<file path="src/rtl/branch_ctrl_pkg.sv">
// Shared types and helpers for the execute-stage branch redirect controller.
// Imported by the controller top and its taken-redirect counter.
package branch_ctrl_pkg;

    typedef enum logic [1:0] {
        IDLE     = 2'd0,
        REDIRECT = 2'd1,
        DRAIN    = 2'd2
    } redir_state_t;

    localparam int DRAIN_W = 3;

    // A target is usable only when word-aligned and inside the instruction memory.
    function automatic logic target_ok(input logic [31:0] target, input int pc_w);
        logic [31:0] upper;
        upper = target >> pc_w;
        return (target[1:0] == 2'b00) && (upper == 32'd0);
    endfunction

endpackage

</file>
<file path="src/rtl/sat_counter.sv">
// Saturating up-counter; holds at all-ones instead of wrapping.
module sat_counter #(
    parameter int W = 16
) (
    input  logic         clk,
    input  logic         reset,
    input  logic         inc,
    output logic [W-1:0] count
);

    always_ff @(posedge clk) begin
        if (reset) begin
            count <= '0;
        end else if (inc && (count != {W{1'b1}})) begin
            count <= count + W'(1);
        end
    end

endmodule

</file>
<file path="src/rtl/branch_redirect_ctrl.sv">
// Registers the resolved branch target, drives the fetch redirect while fetch
// stalls, then flushes IF/ID for a fixed drain window to squash wrong-path work.
module branch_redirect_ctrl
    import branch_ctrl_pkg::*;
#(
    parameter int PC_W      = 9,
    parameter int DRAIN_CYC = 2,
    parameter int CNT_W     = 16
) (
    input  logic             clk,
    input  logic             reset,
    input  logic             ex_valid,
    input  logic             PcSel,
    input  logic [31:0]      BrPC,
    input  logic             pc_stall,
    output logic             redirect_valid,
    output logic [PC_W-1:0]  redirect_pc,
    output logic             flush_ifid,
    output logic             flush_idex,
    output logic             busy,
    output logic             misalign_err,
    output logic [CNT_W-1:0] taken_count
);

    localparam logic [DRAIN_W-1:0] DRAIN_LOAD = DRAIN_W'(DRAIN_CYC);

    redir_state_t         state;
    logic [DRAIN_W-1:0]   drain_cnt;
    logic                 trigger;
    logic                 accept;

    assign trigger = ex_valid && PcSel;
    assign accept  = (state == REDIRECT) && !pc_stall;

    always_ff @(posedge clk) begin
        if (reset) begin
            state        <= IDLE;
            drain_cnt    <= '0;
            redirect_pc  <= '0;
            misalign_err <= 1'b0;
        end else begin
            misalign_err <= 1'b0;
            case (state)
                // Triggers are only meaningful here; in the other states they are wrong-path.
                IDLE: begin
                    if (trigger) begin
                        if (target_ok(BrPC, PC_W)) begin
                            redirect_pc <= BrPC[PC_W-1:0];
                            state       <= REDIRECT;
                        end else begin
                            misalign_err <= 1'b1;
                        end
                    end
                end
                REDIRECT: begin
                    if (!pc_stall) begin
                        drain_cnt <= DRAIN_LOAD;
                        state     <= DRAIN;
                    end
                end
                DRAIN: begin
                    if (drain_cnt <= DRAIN_W'(1)) begin
                        drain_cnt <= '0;
                        state     <= IDLE;
                    end else begin
                        drain_cnt <= drain_cnt - DRAIN_W'(1);
                    end
                end
                default: begin
                    drain_cnt <= '0;
                    state     <= IDLE;
                end
            endcase
        end
    end

    // All outputs decode registered state, so PcSel never reaches them combinationally.
    assign redirect_valid = (state == REDIRECT);
    assign flush_idex     = (state == REDIRECT);
    assign flush_ifid     = (state == REDIRECT) || (state == DRAIN);
    assign busy           = (state != IDLE);

    sat_counter #(
        .W(CNT_W)
    ) u_taken_cnt (
        .clk  (clk),
        .reset(reset),
        .inc  (accept),
        .count(taken_count)
    );

endmodule

</file>
<file path="config.mk">
export PLATFORM = sky130hd
export DESIGN_NAME = branch_redirect_ctrl
export DESIGN_NICKNAME = d
export VERILOG_FILES = /design/src/rtl/branch_ctrl_pkg.sv /design/src/rtl/sat_counter.sv /design/src/rtl/branch_redirect_ctrl.sv
export SDC_FILE = /design/constraint.sdc
export NUM_CORES = 1
export LEC_CHECK = 0
export BUFFER_PORTS_ARGS = -buffer_cell sky130_fd_sc_hd__buf_2
export CAP_MARGIN = 20
export CORE_UTILIZATION = 34
export CTS_BUF_LIST = sky130_fd_sc_hd__clkbuf_4 sky130_fd_sc_hd__clkbuf_8
export CTS_CLUSTER_DIAMETER = 60
export DETAILED_ROUTE_END_ITERATION = 12
export RECOVER_POWER = 25
export SYNTH_ARGS = -nofsm -noshare
export SYNTH_HDL_FRONTEND = slang
export SYNTH_SLANG_ARGS = --single-unit
</file>
<file path="constraint.sdc">
create_clock -name clk -period 2.75 [get_ports clk]
set_input_delay 0.275 -clock clk [delete_from_list [all_inputs] [get_ports clk]]
set_output_delay 0.275 -clock clk [all_outputs]
set_load 0.005 [all_outputs]
</file>
; Word level (Yosys, flattened, before mapping)
; Cells that the tools add are included.
[classes]
add_sub_neg = 2
order_cmp = 1
eq_ne = 7
mux = 9
bitwise = 2
n_reduce_logical = 14
[ops]
columns = operator, n
row1 = $logic_not 32->1, 1
row2 = $add 16x1->16 const B, 1
row3 = $ne 16x16->1 const B, 1
row4 = $pmux 3 s3, 1
row5 = $mux 2, 4
row6 = $ne 2x2->1 const B, 4
row7 = $mux 3, 2
row8 = $pmux 2 s3, 1
row9 = $logic_and 1x1->1, 4
row10 = $logic_not 2->1, 2
row11 = $reduce_and 4->1, 1
row12 = $le 3x1->1 const B, 1
row13 = $reduce_and 3->1, 1
row14 = $reduce_or 3->1, 1
row15 = $sub 3x1->3 const B, 1
row16 = $eq 2x1->1 const B, 1
row17 = $eq 2x2->1 const B, 1
row18 = $not 1->1, 2
row19 = $reduce_and 2->1, 1
row20 = $reduce_bool 2->1, 1
row21 = $logic_not 1->1, 1
row22 = $logic_or 1x1->1, 1
row23 = $mux 1, 1
[word_totals]
register_bits = 31
inputBits = 37
wordCells = 40

; Depth between registers and ports, before layout
; Gate-level depths: netlist of run 1.
[logic_depth]
ltp_word = 5
mapped_depth = 8
mapped_depth_nobuf = 6

; Cells and area by module
; From an unflattened synthesis of run 1, not the netlist that was laid out.
[unflattened]
cells_unflattened = 196
hier_area_um2 = 1755.4
[by_module_without_submodules]
columns = mod, instances, cells_per_inst, area_per_inst_um2, seq_area_each_um2
row1 = branch_redirect_ctrl, 1, 97, 907.1, 300.3
row2 = sat_counter, 1, 99, 848.3, 320.3

; Least setup slack after synthesis of run 1
; No wires, ideal clock.
[synth_timing]
path_kind = register -> register
from = register state[1]
to = register u_taken_cnt.count[11]
setup_ps = 70
arrival_ps = 1837
t_required_ps = 2680
slack_ps = 843
stages_incl_launch_ff = 9
path_buffers = 2
synth_period_minus_slack_ps = 1907
cell_sequence = dfxtp_1 > inv_1 > ha_1 > buf_2 > and4b_1 > clkbuf_1 > nand2_1 > or4_2 > a21oi_1
[synth_between]
elab_chain_len = 3
[synth_rtl]
columns = item, line
row1 = "start, declared", branch_redirect_ctrl.sv:27  ; redir_state_t state;
row2 = "start signal, assigned", branch_redirect_ctrl.sv:37  ; state <= IDLE;
row3 = "start signal, assigned", branch_redirect_ctrl.sv:49  ; state <= REDIRECT;
row4 = "start signal, assigned", branch_redirect_ctrl.sv:58  ; state <= DRAIN;
row5 = $eq 2x1->1, --
row6 = named net flush_idex, branch_redirect_ctrl.sv:19  ; output logic flush_idex,
row7 = $logic_and 1x1->1, branch_redirect_ctrl.sv:33  ; assign accept = (state == REDIRECT) && !pc_stall;
row8 = $logic_and 1x1->1, sat_counter.sv:14  ; end else if (inc && (count != {W{1'b1}})) begin
row9 = "end signal, assigned", sat_counter.sv:15  ; count <= count + W'(1);
row10 = "end, declared", sat_counter.sv:8  ; output logic [W-1:0] count
; The timed path passes the listed nets, and every way through them passes these cells.
; A chain may end at the register's enable or synchronous reset.

; Final worst setup path of run 1
[layout_timing]
from = register state[1]
to = register u_taken_cnt.count[14]
[layout_between]
elab_chain_len = 3
[layout_rtl]
columns = item, line
row1 = $eq 2x1->1, branch_redirect_ctrl.sv:33
row2 = $logic_and 1x1->1, branch_redirect_ctrl.sv:33
row3 = $logic_and 1x1->1, sat_counter.sv:14
; No other way between the ends.

==> impl_metrics.json, run 1 <==
{
  "crit_type": "register to register",
  "hp-class": "input port to register",
  "r2r_slack_ns": 0.71,
  "max-slew-margin-rel_pct": 46.6,
  "critPathMaxStageDelay_ns": 0.56,
  "first_pass_iters": 8,
  "grt_overflow_total": 0,
  "failed_checks": "design-rule violations",
  "grt.total_usage_pct": 16.9,
  "required_ns": 2.89,
  "crit_fanout": 12,
  "placementRows": 24,
  "ir_drop_mv": 0.324,
  "reg2regPathDepth": 6,
  "root_buffer": "clkbuf_8",
  "ys_seq_elements": 31,
  "clk_pin_slew_ns": 0.07,
  "yosys_warnings": 0,
  "diodes": 0,
  "finalSetupViolCount": 0,
  "grt_antenna_before_repair": 0,
  "busiest_layer": "met2",
  "post-route-worst-setup-slack_ns": 0.711,
  "rsz0062_at_grt": "no",
  "dp_hpwl_um": 2980,
  "cts_setup_buffers": 0,
  "final_nets": 302,
  "synthDistinctLibCells": 41,
  "ctsHoldBuffers": 0,
  "clk_path_buf_depth": 2,
  "fill_cells": 457,
  "die_x_um": 71.1,
  "gp_congestion": 0.779,
  "detail-route-antenna-nets": 0,
  "io_buffers": 66,
  "fp.coreArea_um2": 4470,
  "die_y_um": 71.1,
  "routed_via_density": 5.29,
  "routedWlPerCell_um": 12.8,
  "preCtsSetupSlack_ns": 0.715,
  "synth-edff-count": 0,
  "multi_input_area_um2": 925,
  "hold_viol_final": 0,
  "finClkSkew_ns": 0.00441,
  "crit_path_cell_trace": "inv_1 -> ha_1 -> nand3b_1 -> nor4_1 -> nor4bb_1 -> nor3_1",
  "period_share_pct": 74.2,
  "regArea_um2": 621,
  "async_flop_share_pct": 0,
  "crit_path_end_kind": "register",
  "drtIter0Drc": 104,
  "p_leak_nw": 0.858,
  "synth_fp_nets": 238,
  "ys_seq_area_share_pct": 38.2,
  "min_period_ns": 2.04,
  "clock_latency_ns": 0.28,
  "grtUsageMet3_pct": 4.42,
  "use_met1_pct": 22.2,
  "drv_cap": 0,
  "start_util_pct": 36.3,
  "totalNegativeSetupSlack_ns": 0,
  "first_global_vias": 1501,
  "tightest_slew_ns": 0.794,
  "drcViolationCount": 4,
  "cts_buffers": 5,
  "num_vias": 1657,
  "fmax_mhz": 490,
  "grt_pass1_wl_um": 6830,
  "grt_max_degree": 32,
  "status": "finished with violations",
  "layout_common_cells": "61 x buf_2, 31 x dfxtp_1, 19 x a21oi_1, 18 x o21ai_0, 13 x nand3_1",
  "areaGrowthSynthToFinish_pct": 28.4,
  "final_common_cell": "buf_2",
  "cts.sinks": 31,
  "cp.arrival_ns": 2.18,
  "slowest_stage": "nor4_1",
  "use_met2_pct": 27.0,
  "whs_path_depth": 3,
  "dieArea_um2": 5060,
  "ctsHtreeMaxLevel": 2,
  "slew_viol_final": 0,
  "worst_setup_path_start_kind": "register",
  "synth_area_per_cell_um2": 8.29,
  "cts_resized": 0,
  "ios": 67,
  "drive_above_1_share_pct": 29.5,
  "synth_cells": 196,
  "cts_tree": "done",
  "synth_flop_cell": "dfxtp_1",
  "wl_um": 4010,
  "syn_area_um2": 1620,
  "p_per_area_nw_per_um2": 459
}
cell families (layout without fill, tap and decap cells):
family	count (synthesis)	in the layout	synth area share [%]
flip-flops	31	31	38.2
AO/OA/AOI/OAI	48	48	17.0
AND/OR/NAND/NOR	90	90	33.4
multiplexers	4	4	2.62
buffers and inverters	18	83	4.85
adder cells (fa/ha/maj)	5	5	3.85
worst max-delay path: cells and delay by family, from the launching register on:
kind,cells,cell delay [ns]
and+or+nand+nor,4,1.12
DFF,1,0.32
adders and majority gates,1,0.37
buffers and inverters,1,0.09
sequential cells by signal (all words and copies together) (netlist names):
name	count
misalign_err	1
redirect_pc	9
u_taken_cnt.count	16
state	2
drain_cnt	3
worst paths after layout:
path | startpoint | endpoint
max | state[1] | u_taken_cnt.count[14]
min | BrPC[8] | redirect_pc[8]
max reg2reg | state[1] | u_taken_cnt.count[14]
min reg2reg | redirect_pc[7] | redirect_pc[7]
where the power goes:
| group | internal (mW) | total (mW) | switching, mW |
|---|---|---|---|
| Sequential | 0.449 | 0.450 | 0.000122 |
| Combinational | 0.0217 | 0.0422 | 0.0206 |
| Clock | 0.293 | 0.466 | 0.173 |
| Total | 0.764 | 0.958 | 0.194 |
cell usage after synthesis (2+ instances only):
library cell / instances / share of area, %
nand2_1: 12 / 2.8
or3_1: 5 / 1.9
nand4_1: 7 / 2.7
nor3b_1: 4 / 1.8
and3b_1: 2 / 1.1
o211ai_1: 3 / 1.4
and4_1: 3 / 1.6
mux2_2: 2 / 1.4
nor4_1: 9 / 3.5
a21oi_1: 19 / 5.9
nor2_1: 10 / 2.3
ha_1: 5 / 3.9
nand3_1: 13 / 4.0
and3_1: 4 / 1.5
o31ai_1: 2 / 0.92
o21ai_0: 18 / 5.5
dfxtp_1: 31 / 38
nor3_1: 6 / 1.8
buf_2: 2 / 0.62
mux2i_1: 2 / 1.2
nor2b_1: 2 / 0.77
or4_1: 3 / 1.4
inv_1: 9 / 2.1
nand3b_1: 2 / 0.92
o41ai_1: 2 / 1.1
clkbuf_1: 4 / 0.92
stage by stage:
step / cells / power (mW) / utilization (%) / hold WS, ns / area [um2]
6_report: 313 / 0.958 / 46.6 / 0.244 / 2090
4_1_cts: 313 / 0.973 / 46.8 / 0.236 / 2090
3_3_place_gp: 305 / 0.502 / 44.1 / 0.458 / 1970
3_5_place_dp: 305 / 0.503 / 44.1 / 0.463 / 1970
5_1_grt: 313 / 0.995 / 46.6 / 0.242 / 2090
2_1_floorplan: 196 / 0.473 / - / 0.427 / 1620
metal layers:
layer | wire length (um) | part of all wire (%)
met3 | 148 | 3.7
met1 | 1980 | 49
met4 | 35 | 0.87
met2 | 1840 | 46
met5 | 0 | 0
area by class of cell:
cell class                      instances  share of cell area, %
Multi-Input combinational cell        147                   44.3
Clock inverter                          2                   1.68
Sequential cell                        31                   29.8
Tap cell                               52                   3.12
Clock buffer                            6                   3.96
Inverter                                9                   1.62
Timing Repair Buffer                   66                   15.5
(Power assumes the default switching activity.)
==> run 2: changes to the inputs <==
- clock period: 2.75 -> 1.9 ns (I/O delays scaled with it)
==> run 2 against run 1 <==
The flow still finishes with violations (design-rule violations). Register-to-register slack lost 0.58 ns. Non-clock buffer count grew 9. Largest cell class unchanged. Clock-buffer cell count stayed put. Wire length increased by 0.92%. Clock skew shrank 0.0023 ns. Hold slack got worse by 0.092 ns. Critical path depth shrank 2. Flip-flop and latch count did not move. Critical endpoint is now u_taken_cnt.count[13]. Global-route usage up 1.2 points. Clock power grew 46%. Via count up 2.9%. First-iteration DRC count rose by 28%.
==> impl_metrics.json, run 2 (same netlist as run 1, synthesis figures left out) <==
{
  "status": "finished with violations",
  "failed_checks": "design-rule violations",
  "detail-route-antenna-nets": 0,
  "regArea_um2": 623,
  "diodes": 0,
  "cp.arrival_ns": 1.99,
  "switching_share_pct": 20.7,
  "comb_power_share_pct": 4.5,
  "dpl-instance-area_um2": 2030,
  "grt.total_usage_pct": 18.2,
  "p_int_mw": 1.11,
  "finClkSkew_ns": 0.00210,
  "final_common_cell": "buf_2",
  "routedWlPerCell_um": 12.6,
  "clk_path_buf_depth": 2,
  "cts_buffers": 5,
  "root_buffer": "clkbuf_8",
  "io_buffers": 66,
  "power_frac_seq_pct": 46.6,
  "dieArea_um2": 5060,
  "p_per_area_nw_per_um2": 647,
  "critPathMaxStageDelay_ns": 0.47,
  "period_share_pct": 93.3,
  "reg2reg_from": "u_taken_cnt.count[4]",
  "cts_tree": "done",
  "fin_cells": 322,
  "power_mw": 1.40,
  "slew_viol_final": 0,
  "grt_overflow_total": 0,
  "worstSetupStartpoint": "u_taken_cnt.count[4]",
  "clk_pin_slew_ns": 0.07,
  "reg_top3": "u_taken_cnt.count x16, redirect_pc x9, drain_cnt x3",
  "num_vias": 1705,
  "worst_setup_path_start_kind": "register",
  "min_period_ns": 1.77,
  "fill_cells": 469,
  "gp_congestion": 0.711,
  "finalInstanceArea_um2": 2160,
  "grt_pass1_wl_um": 7310,
  "first_pass_iters": 9,
  "totalNegativeSetupSlack_ns": 0,
  "grt_max_degree": 31,
  "dp_cells": 313,
  "hold_ws_ns": 0.152,
  "required_ns": 2.12,
  "p_leak_nw": 0.890,
  "hp-class": "input port to register",
  "max-slew-margin-rel_pct": 67.9,
  "wl_um": 4050,
  "die_x_um": 71.1,
  "largest_register": "u_taken_cnt.count",
  "crit_path_end_kind": "register",
  "fp.coreArea_um2": 4470,
  "clock_latency_ns": 0.29,
  "reg2regPathDepth": 4,
  "finalSetupViolCount": 0,
  "placementRows": 24,
  "ctsHtreeMaxLevel": 2,
  "crit_path_cell_trace": "nand4_1 -> or3_4 -> or4_1 -> a21oi_1",
  "crit_fanout": 6,
  "drtIter0Drc": 133,
  "pwr-share-clk_pct": 48.9,
  "first_global_vias": 1600,
  "fmax_mhz": 564,
  "cts.sinks": 31,
  "crit_type": "register to register",
  "dp_hpwl_um": 3000,
  "final_nets": 311,
  "min_from": "BrPC[4]",
  "areaGrowthSynthToFinish_pct": 32.9,
  "drcViolationCount": 4,
  "grt_antenna_before_repair": 0,
  "ios": 67,
  "drv_cap": 0,
  "ir_drop_mv": 0.321,
  "multi_input_area_um2": 931,
  "whs_path_depth": 3,
  "drive_above_1_share_pct": 31.9,
  "largest_reg_flops": 16,
  "hold_viol_final": 0,
  "die_y_um": 71.1,
  "p_sw_mw": 0.289,
  "slowest_stage": "or3_4",
  "start_util_pct": 36.3,
  "layout_common_cells": "58 x buf_2, 29 x dfxtp_1, 19 x a21oi_1, 18 x o21ai_0, 13 x nand3_1",
  "rsz0062_at_grt": "no",
  "routed_via_density": 5.30,
  "tightest_slew_ns": 0.478
}
[run 2: cell count changes in the layout (fill, tap and decap cells not counted)]
cell      before  now
buf_4          0    9
buf_2         61   58
clkbuf_1       5    8
dfxtp_1       31   29
dfxtp_2        0    2
nor4_1         9    8
nor4_2         0    1
[run 2: routing by layer]
metal | vias up | share of wire, % | global-route usage, %
li1 | 892 | - | -
met4 | 0 | 1.3 | 6.00
met3 | 5 | 5.8 | 6.41
met2 | 39 | 44 | 28.8
met5 | - | 0 | 0
met1 | 769 | 48 | 23.0
[run 2: power groups by stage]
stage	Combinational [mW]	Clock [mW]	Sequential (mW)
after floorplan	0.0189	0	0.666
after global placement	0.0628	0	0.665
after detailed placement	0.0636	0	0.665
after CTS	0.0637	0.707	0.650
after global routing	0.0704	0.732	0.650
final	0.0632	0.682	0.651
[run 2: critical path, delay by kind of cell (launching register included)]
kind               cells  cell delay, ns
DFF                    1            0.40
and+or+nand+nor        3            1.17
AOI/OAI and AO/OA      1            0.14
[run 2: repair_timing]
item	4_1_cts	5_1_grt
hold endpoints to repair	0	0
hold buffers	0	0
resized for setup	0	3
endpoints found under the setup margin	0	5
buffers inserted	0	1
[run 2: final timing paths]
| kind | end | slack (ns) |
|---|---|---|
| worst min-delay path | redirect_pc[4] | 0.15 |
| worst max register to register | u_taken_cnt.count[13] | 0.13 |
| worst max-delay path | u_taken_cnt.count[13] | 0.13 |
| worst min register to register | redirect_pc[0] | 0.47 |
[run 2: metrics by stage]
step / worst slack, ns / utilization, %
after global routing: 0.00590 / 48.2
after CTS: 0.131 / 48.1
after detailed placement: 0.158 / 45.5
after global placement: 0.175 / 45.5
final: 0.128 / 48.2
after floorplan: 0.0447 / -
[run 2: cell type report]
cell class,instances,area share [%]
repair buffers,75,18.0
clock inverters,2,1.62
clock buffers,6,3.83
multi-input cells,147,43.1
inverters,9,1.57
flip-flops and latches,31,28.9
well taps,52,3.01
